--- src/rtl/videoram_pkg.sv ---
// Shared constants and FSM state type for the videoram scanout block.
package videoram_pkg;
  localparam int unsigned VRAM_ADDR_W  = 12;
  localparam int unsigned VRAM_DATA_W  = 32;
  localparam int unsigned PIX_W        = 8;
  localparam int unsigned PIX_PER_WORD = 4;

  typedef enum logic [1:0] {IDLE, FETCH, DRAIN} vram_state_e;
endpackage

--- src/rtl/videoram_word_fifo.sv ---
// Synchronous word FIFO between the RAM return path and the pixel serializer.
module videoram_word_fifo #(
  parameter int unsigned DEPTH = 4,
  parameter int unsigned WIDTH = 32
) (
  input  logic                     clk_i,
  input  logic                     rst_ni,
  input  logic                     push_i,
  input  logic [WIDTH-1:0]         wdata_i,
  input  logic                     pop_i,
  output logic [WIDTH-1:0]         rdata_o,
  output logic [$clog2(DEPTH):0]   count_o,
  output logic                     full_o,
  output logic                     empty_o
);
  localparam int unsigned AW = $clog2(DEPTH);

  logic [WIDTH-1:0] mem_q [DEPTH];
  logic [AW-1:0]    wptr_q, rptr_q;
  logic [AW:0]      count_q;
  logic             do_push, do_pop;

  assign do_push = push_i && !full_o;
  assign do_pop  = pop_i && !empty_o;
  assign rdata_o = mem_q[rptr_q];
  assign count_o = count_q;
  assign full_o  = (count_q == (AW+1)'(DEPTH));
  assign empty_o = (count_q == '0);

  always_ff @(posedge clk_i) begin
    if (rst_ni && do_push) mem_q[wptr_q] <= wdata_i;
  end

  always_ff @(posedge clk_i) begin
    if (!rst_ni) begin
      wptr_q  <= '0;
      rptr_q  <= '0;
      count_q <= '0;
    end else begin
      if (do_push) wptr_q <= wptr_q + AW'(1);
      if (do_pop)  rptr_q <= rptr_q + AW'(1);
      case ({do_push, do_pop})
        2'b10:   count_q <= count_q + (AW+1)'(1);
        2'b01:   count_q <= count_q - (AW+1)'(1);
        default: count_q <= count_q;
      endcase
    end
  end
endmodule

--- src/rtl/videoram_scanout.sv ---
// Raster-order reader of the 32-bit video RAM, emitting an 8-bit pixel stream
// (byte 0 first) with valid/ready, start-of-frame and end-of-line flags.
module videoram_scanout
  import videoram_pkg::*;
#(
  parameter int unsigned ADDR_W         = VRAM_ADDR_W,
  parameter int unsigned WORDS_PER_LINE = 32,
  parameter int unsigned LINES          = 128,
  parameter int unsigned RD_LAT         = 1,
  parameter int unsigned FIFO_DEPTH     = 4
) (
  input  logic                     clk_clk,
  input  logic                     reset_reset_n,
  input  logic                     enable,
  output logic [ADDR_W-1:0]        videoram_address,
  output logic                     videoram_chipselect,
  output logic                     videoram_clken,
  output logic                     videoram_write,
  output logic [VRAM_DATA_W-1:0]   videoram_writedata,
  output logic [VRAM_DATA_W/8-1:0] videoram_byteenable,
  input  logic [VRAM_DATA_W-1:0]   videoram_readdata,
  output logic [PIX_W-1:0]         pix_data,
  output logic                     pix_valid,
  input  logic                     pix_ready,
  output logic                     pix_sof,
  output logic                     pix_eol,
  output logic                     frame_done,
  output logic                     busy
);
  localparam int unsigned CNT_W = $clog2(FIFO_DEPTH) + 1;
  localparam int unsigned IDX_W = $clog2(PIX_PER_WORD);
  localparam logic [ADDR_W-1:0] LAST_ADDR = ADDR_W'(WORDS_PER_LINE * LINES - 1);
  localparam logic [ADDR_W-1:0] WPL       = ADDR_W'(WORDS_PER_LINE);

  vram_state_e             state_q, state_d;
  logic [ADDR_W-1:0]       addr_q, addr_d, pop_cnt_q, pop_cnt_d, widx_q, widx_d;
  logic [RD_LAT-1:0]       pipe_q, pipe_d;
  logic [VRAM_DATA_W-1:0]  word_q, word_d, fifo_rdata;
  logic [IDX_W-1:0]        idx_q, idx_d;
  logic                    valid_q, valid_d, last_acc_q, last_acc_d;
  logic [CNT_W-1:0]        fifo_count, inflight, used;
  logic                    fifo_full, fifo_empty;
  logic                    issue, push, pop, fire, last_byte, start, done;

  assign videoram_clken      = 1'b1;
  assign videoram_write      = 1'b0;
  assign videoram_writedata  = '0;
  assign videoram_byteenable = '1;
  assign videoram_address    = addr_q;
  assign videoram_chipselect = issue;
  assign busy                = (state_q != IDLE);
  assign frame_done          = done;

  assign fire      = valid_q && pix_ready;
  assign last_byte = (idx_q == '1);
  assign push      = pipe_q[RD_LAT-1];
  assign pop       = !fifo_empty && (!valid_q || (fire && last_byte));
  assign used      = fifo_count + inflight;

  assign pix_valid = valid_q;
  assign pix_data  = word_q[PIX_W*idx_q +: PIX_W];
  assign pix_sof   = valid_q && (idx_q == '0) && (widx_q == '0);
  assign pix_eol   = valid_q && last_byte && ((widx_q % WPL) == WPL - ADDR_W'(1));

  always_comb begin
    inflight = '0;
    for (int unsigned i = 0; i < RD_LAT; i++) inflight = inflight + CNT_W'(pipe_q[i]);
  end

  videoram_word_fifo #(
    .DEPTH(FIFO_DEPTH),
    .WIDTH(VRAM_DATA_W)
  ) u_fifo (
    .clk_i   (clk_clk),
    .rst_ni  (reset_reset_n),
    .push_i  (push),
    .wdata_i (videoram_readdata),
    .pop_i   (pop),
    .rdata_o (fifo_rdata),
    .count_o (fifo_count),
    .full_o  (fifo_full),
    .empty_o (fifo_empty)
  );

  always_ff @(posedge clk_clk) begin
    if (!reset_reset_n) state_q <= IDLE;
    else                state_q <= state_d;
  end

  // Completion with enable still high goes straight back to FETCH so the
  // next frame starts without an idle cycle.
  always_comb begin
    state_d = state_q;
    issue   = 1'b0;
    done    = 1'b0;
    start   = 1'b0;
    unique case (state_q)
      IDLE: begin
        if (enable) begin
          state_d = FETCH;
          start   = 1'b1;
        end
      end
      FETCH: begin
        issue = (used < CNT_W'(FIFO_DEPTH)) && !fifo_full;
        if (issue && addr_q == LAST_ADDR) state_d = DRAIN;
      end
      DRAIN: begin
        if (fifo_empty && inflight == '0 && last_acc_q) begin
          done    = 1'b1;
          start   = enable;
          state_d = enable ? FETCH : IDLE;
        end
      end
      default: state_d = IDLE;
    endcase
  end

  always_comb begin
    addr_d     = addr_q;
    pop_cnt_d  = pop_cnt_q;
    widx_d     = widx_q;
    word_d     = word_q;
    idx_d      = idx_q;
    valid_d    = valid_q;
    last_acc_d = last_acc_q;
    pipe_d     = (pipe_q << 1) | RD_LAT'(issue);
    if (start) begin
      addr_d    = '0;
      pop_cnt_d = '0;
    end else begin
      if (issue && addr_q != LAST_ADDR) addr_d = addr_q + ADDR_W'(1);
      if (pop) pop_cnt_d = pop_cnt_q + ADDR_W'(1);
    end
    if (done) last_acc_d = 1'b0;
    else if (fire && last_byte && widx_q == LAST_ADDR) last_acc_d = 1'b1;
    if (pop) begin
      word_d  = fifo_rdata;
      widx_d  = pop_cnt_q;
      idx_d   = '0;
      valid_d = 1'b1;
    end else if (fire) begin
      idx_d = idx_q + IDX_W'(1);
      if (last_byte) valid_d = 1'b0;
    end
  end

  always_ff @(posedge clk_clk) begin
    if (!reset_reset_n) begin
      addr_q     <= '0;
      pop_cnt_q  <= '0;
      widx_q     <= '0;
      word_q     <= '0;
      idx_q      <= '0;
      valid_q    <= 1'b0;
      last_acc_q <= 1'b0;
      pipe_q     <= '0;
    end else begin
      addr_q     <= addr_d;
      pop_cnt_q  <= pop_cnt_d;
      widx_q     <= widx_d;
      word_q     <= word_d;
      idx_q      <= idx_d;
      valid_q    <= valid_d;
      last_acc_q <= last_acc_d;
      pipe_q     <= pipe_d;
    end
  end
endmodule
--- config.mk ---
export PLATFORM = sky130hd
export DESIGN_NAME = videoram_scanout
export DESIGN_NICKNAME = d
export VERILOG_FILES = /design/src/rtl/videoram_pkg.sv /design/src/rtl/videoram_word_fifo.sv /design/src/rtl/videoram_scanout.sv
export SDC_FILE = /design/constraint.sdc
export NUM_CORES = 1
export LEC_CHECK = 0
export CAP_MARGIN = 5
export CELL_PAD_IN_SITES_DETAIL_PLACEMENT = 0
export CELL_PAD_IN_SITES_GLOBAL_PLACEMENT = 1
export CORE_MARGIN = 1.5
export CORE_UTILIZATION = 40
export CTS_BUF_LIST = sky130_fd_sc_hd__clkbuf_4
export CTS_CLUSTER_SIZE = 10
export DETAILED_ROUTE_END_ITERATION = 16
export PLACE_DENSITY_LB_ADDON = 0.1
export RECOVER_POWER = 25
export REMOVE_ABC_BUFFERS = 1
export SKIP_LAST_GASP = 1
export SYNTH_ARGS = -nofsm -noshare
export SYNTH_HDL_FRONTEND = slang
export SYNTH_SLANG_ARGS = --single-unit
--- constraint.sdc ---
create_clock -name clk_clk -period 3.1 [get_ports clk_clk]
set_clock_uncertainty 0.2 [all_clocks]
set_input_delay 0.62 -clock clk_clk [delete_from_list [all_inputs] [get_ports clk_clk]]
set_output_delay 0.62 -clock clk_clk [all_outputs]
set_load 0.02 [all_outputs]
Yosys cells after proc, flatten, opt, wreduce, memory -nomap -nowiden

Memory sizes are Yosys's and may differ from the RTL's. A register that Yosys moved wholly into a read port is not among the register bits.
Index checks and enable logic that the tools add are counted.

Word-level logic and storage cells: 88
Output and inout bits: 64
Memories: 1
Register bits after elaboration: 50
Memory bits (writable): 128

Magnitude comparators: 1
Multiplexer cells: 17
$add $sub $neg: 8
Bitwise operators: 1
Reduce and logical (&&, ||, !) cells: 35
Shift-type cells: 1
Equal/unequal tests: 13

Memories:

| memory       | depth | bits a word | rd ports | clocked after memory_dff | wr ports | line                     | source |
|---|---|---|---|---|---|---|---|
| u_fifo.mem_q | 4     | 32          | 1        | 1                        | 1        | videoram_word_fifo.sv:18 | `logic [WIDTH-1:0] mem_q [DEPTH];` |

Operator list:

| cell                                                            | number |
|---|---|
| 32-bit by 6-bit variable part select with 8-bit output          | 1 |
| 12-bit by 1-bit adder with 12-bit output, second input constant | 2 |
| 12-bit == test, second input constant                           | 2 |
| 1-bit logical AND                                               | 16 |
| 12-bit logical NOT                                              | 1 |
| 12-bit != test, second input constant                           | 1 |
| 1-bit two-way mux                                               | 11 |
| 2-bit nonzero test                                              | 4 |
| 2-bit by 1-bit adder with 2-bit output, second input constant   | 3 |
| 2-bit == test, second input constant                            | 3 |
| 3-bit logical NOT                                               | 2 |
| 2-bit two-way mux                                               | 3 |
| 2-bit != test, second input constant                            | 3 |
| 2-bit one-hot mux with 3 select lines                           | 1 |
| 3-bit one-hot mux with 2 select lines                           | 1 |
| 2-bit OR reduction                                              | 3 |
| 5-bit == test, second input constant                            | 1 |
| 2-bit by 1-bit == test with 1-bit output, second input constant | 2 |
| 1-bit logical NOT                                               | 4 |
| 2-bit logical NOT                                               | 2 |
| 3-bit by 1-bit adder with 3-bit output                          | 1 |
| 3-bit by 1-bit adder with 3-bit output, second input constant   | 1 |
| 3-bit == test, second input constant                            | 1 |
| 3-bit < comparator, second input constant                       | 1 |
| other kinds (6)                                                 | 6 |

Depth between registers and ports, before layout

Gate-level depths: netlist of the first run.

Depth after elaboration: 7
Depth in mapped cells: 11

By module

A second synthesis of the first run with hierarchy kept.

Cells, all modules: 656
Area total of the unflattened synthesis: 8789.7 µm²

By module, submodules not included:

| module             | cells each | area each (µm²) | instances | sequential area each (µm²) |
|---|---|---|---|---|
| videoram_word_fifo | 221        | 5152.4          | 1         | 4023.9 |
| videoram_scanout   | 435        | 3637.2          | 1         | 1501.4 |

Worst setup path after synthesis of the first run

No wires, ideal clock.

Path kind: input port to flip-flop
Start: in pix_ready
End: reg u_fifo.count_q[2] (netlist: u_fifo.count_o[2])
Data arrival time: 2.338 ns
Data required time: 2.830 ns
Stages on the path: 10
Setup time: 0.070 ns
Path buffers: 1
Slack: 0.491 ns
Cell sequence: a21bo_2 -> nand2_1 -> inv_2 -> clkbuf_1 -> ha_1 -> inv_1 -> fa_1 -> xor2_1 -> or3_1 -> a21oi_1

Word-level cells in the longest chain between the ends: 7
Elaborated cells on any way between the ends: 9
Classes of those cells: 2 x eq/ne; 1 x mux; 6 x reduce/logical

RTL lines:

| what                                                                               | line                     | source |
|---|---|---|
| start: declaration                                                                 | videoram_scanout.sv:24   | `input logic pix_ready,` |
| 1-bit logical AND (*)                                                              | videoram_scanout.sv:54   | `assign fire = valid_q && pix_ready;` |
| 1-bit logical AND (*)                                                              | videoram_scanout.sv:57   | `assign pop = !fifo_empty && (!valid_q \|\| (fire && last_byte));` |
| 1-bit logical OR (*)                                                               | videoram_scanout.sv:57   |  |
| 1-bit logical AND (*)                                                              | videoram_scanout.sv:57   |  |
| net pop                                                                            | videoram_scanout.sv:43   | `logic issue, push, pop, fire, last_byte, start, done;` |
| 1-bit logical AND (*)                                                              | videoram_word_fifo.sv:24 | `assign do_pop = pop_i && !empty_o;` |
| 2-bit by 1-bit == test with 1-bit output / 2-bit == test (equally long branches)   | videoram_word_fifo.sv:42 | `case ({do_push, do_pop})` |
| 3-bit one-hot mux with 2 select lines / 2-bit nonzero test (equally long branches) | --                       |  |
| end signal: assignment                                                             | videoram_word_fifo.sv:43 | `2'b10: count_q <= count_q + (AW+1)'(1);` |
| end signal: assignment                                                             | videoram_word_fifo.sv:44 | `2'b01: count_q <= count_q - (AW+1)'(1);` |
| end signal: assignment                                                             | videoram_word_fifo.sv:45 | `default: count_q <= count_q;` |
| end: declaration                                                                   | videoram_word_fifo.sv:20 | `logic [AW:0] count_q;` |

Mark *: on every way through the listed nets, which the timed path passes. The rest lies on a longest branch.
A chain may end at the register's enable or synchronous reset.

Worst setup path in the final report of the first run

Start: reg widx_q[11]
End: out pix_sof

Word-level cells in the longest chain between the ends: 2

RTL lines:

| what                     | line                    | source |
|---|---|---|
| start: declaration       | videoram_scanout.sv:36  | `logic [ADDR_W-1:0] addr_q, addr_d, pop_cnt_q, pop_cnt_d, widx_q, widx_d;` |
| start signal: assignment | videoram_scanout.sv:161 | `widx_q <= widx_d;` |
| 12-bit logical NOT       | videoram_scanout.sv:62  | `assign pix_sof = valid_q && (idx_q == '0) && (widx_q == '0);` |
| 1-bit logical AND        | videoram_scanout.sv:62  |  |
| end: declaration         | videoram_scanout.sv:25  | `output logic pix_sof,` |

No other way between the ends.

==> flow_summary.ini, run 1 <==
[outcome]
run_status = finished, final reports clean

[placement]
gp_congestion = 0.7469
numPortBuffers = 61
placed_area_mm2 = 0.009465
dp_hpwl_mm = 10.04
dpl_worst_slack_ns = 0.09978

[floorplan]
ios = 100
start_util_pct = 40.85
core-area_mm2 = 0.02102
chipHeight_um = 149.5
die_w_um = 149.5
num_rows = 53
die_area_mm2 = 0.02236

[clocking]
cts.sinks = 210
path_clk_slew_ns = 0.07
h-tree-depth = 2
clock-root-buffer = clkbuf_4
insertion_delay_ns = 0.65
cts-buffers-inserted = 54
cts_tree = yes
cts.path.max_buffers = 3

[sta]
drv_slew = 0
fin_crit_ns = 2.953
worstMarginPinSlew_ns = 0.8031
setup_violations = 0
rsz0062_at_grt = no
fin_crit_sh_pct = 95.27
clock.fmax_mhz = 338.6
hold_viol = 0
relSlewSlack_pct = 46.39
setup_slack_ns = 0.1468
setup_tns_ns = 0

[routing]
vias_per_cell = 4.991
wire_per_inst_um = 16.08
antenna_left = 0
drc_errors = 0
drt-initial-drc-count = 192
drt_first_pass_iters = 4
routed_wl_mm = 17.17
vias = 5330

[worst_setup_path]
cpPeakStageDelay_ns = 0.66
arrival_ns = 2.13
start_kind = flop
path_depth = 3
slowest_stage = or4b_2
path_buf_inv = 1
rr_worst_depth = 11
worst-path-max-fanout = 3
critPathCaptureType = output pin
critPathKind = flop to output pin
path_cells = or4b_2 > nor4_1 > clkbuf_2
crit_family = simple AND/OR/NAND/NOR gates
crit_required_ns = 2.28

[global_routing]
overflow = 0
antenna_found_initial = 2
grt_max_degree = 48
grt_pass1_wl_mm = 27.58
track_usage_pct = 15.98
grt_pass1_vias = 5396

[finish]
regArea_mm2 = 0.005489
area_growth_syn_to_layout_pct = 18.52
final_cell_area_mm2 = 0.01018
post-route-util_pct = 48.42
multiInputGateArea_mm2 = 0.002770
nFillCells = 1954
drive_above_1_share_pct = 20.08
nets = 792

[job]
max-cap-violations = 0

[logic_synthesis]
syn_area_per_cell_um2 = 13.29
synth_area_leader_cell = edfxtp_1
synth_edf_count = 128
syn_inst = 646
synth.area.top_cells = edfxtp_1 45%, dfxtp_1 19%, mux4_2 10%
synth_top_area_share_pct = 44.76
synth.distinct_cells = 48
synth-async-reset-ratio_pct = 0
synth_flop_cell = edfxtp_1
yosysSeqAreaShare_pct = 63.87
mappedNetlistArea_mm2 = 0.008588
ys_ff_latch = 210
yosysWarnings = 0

[worst_hold_path]
min_path_type = flop to flop
hold_depth = 2

[power]
power_density_mw_per_mm2 = 740.0
finalPower_mw = 7.533
irDropWorstVdd_mv = 0.4711
leakage_nw = 3.437
[cell families after synthesis]
family                     share of synthesized area (%)
AOI/OAI and AO/OA                                  6.032
xor gates and xnor gates                           1.428
adders and majority gates                          1.544
buffers and inverters                              5.653
DFF                                                63.87
muxes                                              10.96
other                                            0.08745
and+or+nand+nor                                    10.43
[synth_stat cells (4+ instances only)]
cell,number
edfxtp_1,128
nand2_1,105
dfxtp_1,82
a21oi_1,65
mux4_2,40
buf_4,38
nor2_1,18
buf_2,16
clkbuf_1,16
inv_1,13
ha_1,9
nand3_1,9
or4_1,9
xnor2_1,9
o31ai_1,7
or3_1,7
and3_1,6
nand4_1,6
nor4_1,6
o21ai_0,6
xor2_1,5
mux2i_1,4
o211ai_1,4
[cell type report]
| cell class | instances | share of cell area (%) |
|---|---|---|
| flip-flops and latches | 210 | 53.93 |
| multi-input cells | 386 | 27.22 |
| repair buffers | 79 | 8.089 |
| clock buffers | 80 | 5.900 |
| well taps | 275 | 3.380 |
| clock inverters | 22 | 0.9097 |
| inverters | 15 | 0.5532 |
| diodes | 1 | 0.02459 |
[worst paths after layout]
path / from / endpoint / slack [ns]
max reg2reg: idx_q[1]$_SDFFE_PP0P_ / u_fifo.count_o[2]$_SDFFE_PN0P_ / 0.48
max: widx_q[11]$_SDFFE_PN0P_ / pix_sof / 0.15
min reg2reg: word_q[19]$_SDFFE_PN0P_ / word_q[19]$_SDFFE_PN0P_ / 0.25
min: word_q[19]$_SDFFE_PN0P_ / word_q[19]$_SDFFE_PN0P_ / 0.25
[metrics by stage]
step / std cells / hold slack, ns
floorplan: 611 / 0.2331
global placement: 964 / 0.2407
detailed placement: 964 / 0.2469
CTS: 1067 / 0.2562
global route: 1068 / 0.2702
finish: 1068 / 0.2525
[flip-flops by register name, indices dropped and copies added, names as in the netlist, 2 cells and up]
register and flops:
u_fifo.rptr_q 2, u_fifo.wptr_q 2, widx_q 12, pop_cnt_q 12
idx_q 2, u_fifo.count_o 3, videoram_address 12, u_fifo.mem_q 128
word_q 32, state_q 2
[where the power goes]
group	switching (mW)	internal [mW]
clock	1.11	1.19
combinational	1.07	0.738
sequential	0.195	3.22
total	2.38	5.15
[tightest hold or removal path, stage by stage, from the launching register on]
cell,delay (ns)
dfxtp_1,0.31
nand2_1,0.05
a21oi_1,0.05
[placed cells by master, fill, tap and decap left out, types with 4 or more instances in the layout]
master,netlist,final
dlygate4sd2_1,0,8
dlygate4sd3_1,0,25
nor2_1,18,18
nand3_1,9,9
inv_1,13,13
xnor2_1,9,9
clkdlybuf4s50_1,0,25
o211ai_1,4,4
a21oi_1,65,65
clkinv_1,0,19
clkbuf_4,0,80
nor4_1,6,6
dfxtp_1,82,79
ha_1,9,8
or3_1,7,7
buf_12,0,7
nand4_1,6,6
buf_4,38,9
xor2_1,5,5
edfxtp_1,128,128
or4_1,9,9
and3_1,6,6
conb_1,2,38
mux4_2,40,40
o21ai_0,6,6
nand2_1,105,105
o31ai_1,7,7
[routing by layer]
layer,global-route usage (%),vias to the layer above,part of all wire (%)
li1,-,2560,-
met1,19.46,2615,43
met2,27.05,123,49
met3,4.085,30,4.9
met4,6.386,2,2.2
met5,0,-,0.076
[what timing repair did]
item	CTS	global route
resized for setup	13	11
buffers inserted	1	0
pin swaps	1	0
hold buffers	0	0
endpoints found under the setup margin	11	3
Note: power is estimated with default switching activity, not from simulation.
==> run 2: changes to the inputs <==
--- a/config.mk
+++ b/config.mk
@@ -5,6 +5,7 @@
 export SDC_FILE = /design/constraint.sdc
 export NUM_CORES = 1
 export LEC_CHECK = 0
+export ABC_AREA = 1
 export CAP_MARGIN = 5
 export CELL_PAD_IN_SITES_DETAIL_PLACEMENT = 0
 export CELL_PAD_IN_SITES_GLOBAL_PLACEMENT = 1
==> constraint.sdc (replaced) <==
create_clock -name clk_clk -period 3.1 [get_ports clk_clk]
set_clock_uncertainty 0.2 [all_clocks]
set_input_delay 0.775 -clock clk_clk [delete_from_list [all_inputs] [get_ports clk_clk]]
set_output_delay 0.775 -clock clk_clk [all_outputs]
set_load 0.02 [all_outputs]
==> flow_summary.ini, run 2 <==
[global_routing]
grt_pass1_vias = 6289
grt_pass1_wl_mm = 32.75
grt_max_degree = 88
antenna_found_initial = 1
overflow = 0
track_usage_pct = 17.53

[worst_setup_path]
critPathCaptureType = output pin
rr_worst_depth = 11
critPathKind = flop to output pin
cp-startpoint = idx_q[0]$_SDFFE_PP0P_
r2r-start = idx_q[1]$_SDFFE_PP0P_
worst-path-max-fanout = 17
start_kind = flop
arrival_ns = 1.98
crit_required_ns = 2.12

[routing]
top_layer = met4
wire_per_inst_um = 14.81
vias = 6511
antenna_left = 0
drt_first_pass_iters = 4
drt-initial-drc-count = 241
drc_errors = 0
wl_met3_um = 811
wl_met1_mm = 9.045
routed_wl_mm = 19.78
dr_wl_met2_mm = 9.631
vias_per_cell = 4.877

[placement]
gp_congestion = 0.7332
numPortBuffers = 61
dpl_worst_slack_ns = 0.2060
dp_hpwl_mm = 11.47

[worst_hold_path]
min_path_type = input port to flop
min_from = reset_reset_n
hold_depth = 3

[finish]
final_cell_mix = 181 x nor2_1, 128 x edfxtp_1, 117 x o21ai_0
area_growth_syn_to_layout_pct = 16.74
largest_reg_flops = 128
nFillCells = 2145
largest_register = u_fifo.mem_q
regArea_mm2 = 0.005487
final_common_cell = nor2_1
drive_above_1_share_pct = 14.52
largest_registers = u_fifo.mem_q: 128 flops, word_q: 32 flops
multiInputGateArea_mm2 = 0.003060
nets = 1056

[power]
power_density_mw_per_mm2 = 786.1
leakage_nw = 3.805
irDropWorstVdd_mv = 0.5821

[sta]
setup_violations = 0
setup_tns_ns = 0
drv_slew = 0
setup_slack_ns = 0.1496
hold_viol = 0
rsz0062_at_grt = no
fin_crit_ns = 2.950
fin_crit_sh_pct = 95.17
relSlewSlack_pct = 51.49
worstMarginPinSlew_ns = 0.7277
clock.fmax_mhz = 338.9

[logic_synthesis]
yosysWarnings = 0
synthTopCellsByCount = 185 x nor2_1, 128 x edfxtp_1, 117 x o21ai_0
synth.distinct_cells = 39
synth_edf_count = 128
ys_ff_latch = 210
syn_inst = 921
mappedNetlistArea_mm2 = 0.009057
synth.most_common_cell = nor2_1
synth_area_leader_cell = edfxtp_1
synth.area.top_cells = edfxtp_1 42%, dfxtp_1 18%, nor2_1 7.7%
synth-async-reset-ratio_pct = 0
synth_flop_cell = edfxtp_1
synth_top_area_share_pct = 42.44
syn_area_per_cell_um2 = 9.834
yosysSeqAreaShare_pct = 60.56

[outcome]
run_status = finished, final reports clean

[clocking]
path_clk_slew_ns = 0.07
h-tree-depth = 2
cts.sinks = 210
clock-root-buffer = clkbuf_4
insertion_delay_ns = 0.66
cts_tree = yes
cts.path.max_buffers = 3
cts-buffers-inserted = 55
postCtsSetupBuffers = 0

[floorplan]
die_area_mm2 = 0.02355
ios = 100
die_w_um = 153.5
start_util_pct = 41.12
core-area_mm2 = 0.02203
num_rows = 54
chipHeight_um = 153.5

[job]
max-cap-violations = 0
[run 2: cell types whose count changed in the layout (fill, tap and decap cells not counted), sizes merged, moves of 14 or more]
cell,before,now
inv,16,41
mux4,40,0
nor2,18,193
a31oi,1,32
clkinv,20,6
o21ai,7,126
nand3,9,26
a21oi,65,43
clkbuf,82,96
[run 2: power breakdown]
| group | internal [mW] | leakage (nW) | switching [mW] | total (mW) |
|---|---|---|---|---|
| clock | 1.34 | 0.442 | 1.10 | 2.45 |
| sequential | 3.29 | 1.82 | 0.196 | 3.49 |
| combinational | 0.774 | 1.54 | 1.60 | 2.38 |
[run 2: logic make-up (layout without fill, tap and decap cells)]
logic type | count (synthesis) | after routing | share of synthesized area (%)
simple gates | 355 | 355 | 16.81
compound gates | 211 | 211 | 12.64
flops | 210 | 210 | 60.56
buf+inv | 124 | 221 | 7.570
fa+ha+maj | 10 | 10 | 1.464
xor+xnor | 9 | 9 | 0.8703
other cells | 2 | 39 | 0.08292
[run 2: path summary, 6_finish.rpt]
check                              endpoint  slack (ns)
max                             pix_data[6]        0.15
min                 last_acc_q$_SDFFE_PP0P_        0.22
max reg2reg  u_fifo.count_o[2]$_SDFFE_PN0P_        0.71
min reg2reg         last_acc_q$_SDFFE_PP0P_        0.27
[run 2: per-layer routing]
metal  GRT usage, %  vias to the layer above
met4          5.825                        0
met5              0                        -
li1               -                     3317
met3          3.743                       25
met1          22.09                     3035
met2          29.98                      134
[run 2: final cells by class]
cell class	count	area share, %
Tap cell	280	3.313
Clock buffer	93	6.603
Clock inverter	8	0.3668
Multi-Input combinational cell	623	28.94
Timing Repair Buffer	80	7.419
Sequential cell	210	51.89
Inverter	40	1.444
Antenna cell	1	0.02367
[run 2: worst max-delay path, cell delays in order, from the launching register on]
cell and delay [ns]:
dfxtp_1 0.36, buf_4 0.27, o21ai_0 0.11, o22ai_1 0.23
dlygate4sd2_1 0.36
[run 2: timing repair]
item                                   4_1_cts  5_1_grt
pin swaps                                    0        0
resized for setup                           14        7
setup endpoints to repair                   12        3
hold buffers                                 0        0
endpoints found under the hold margin        0        0
[run 2: stage by stage]
step                hold slack, ns  power, mW  cells  cell area (µm²)  utilization [%]
finish                      0.2192      8.312   1335            10570            48.01
global route                0.1689      8.963   1335            10570            48.01
CTS                         0.1427      8.474   1334            10580            48.02
detailed placement          0.2648      6.025   1233             9852            44.73
global placement            0.2611      6.020   1233             9852            44.73
floorplan                   0.2319      5.062    873             8660                -
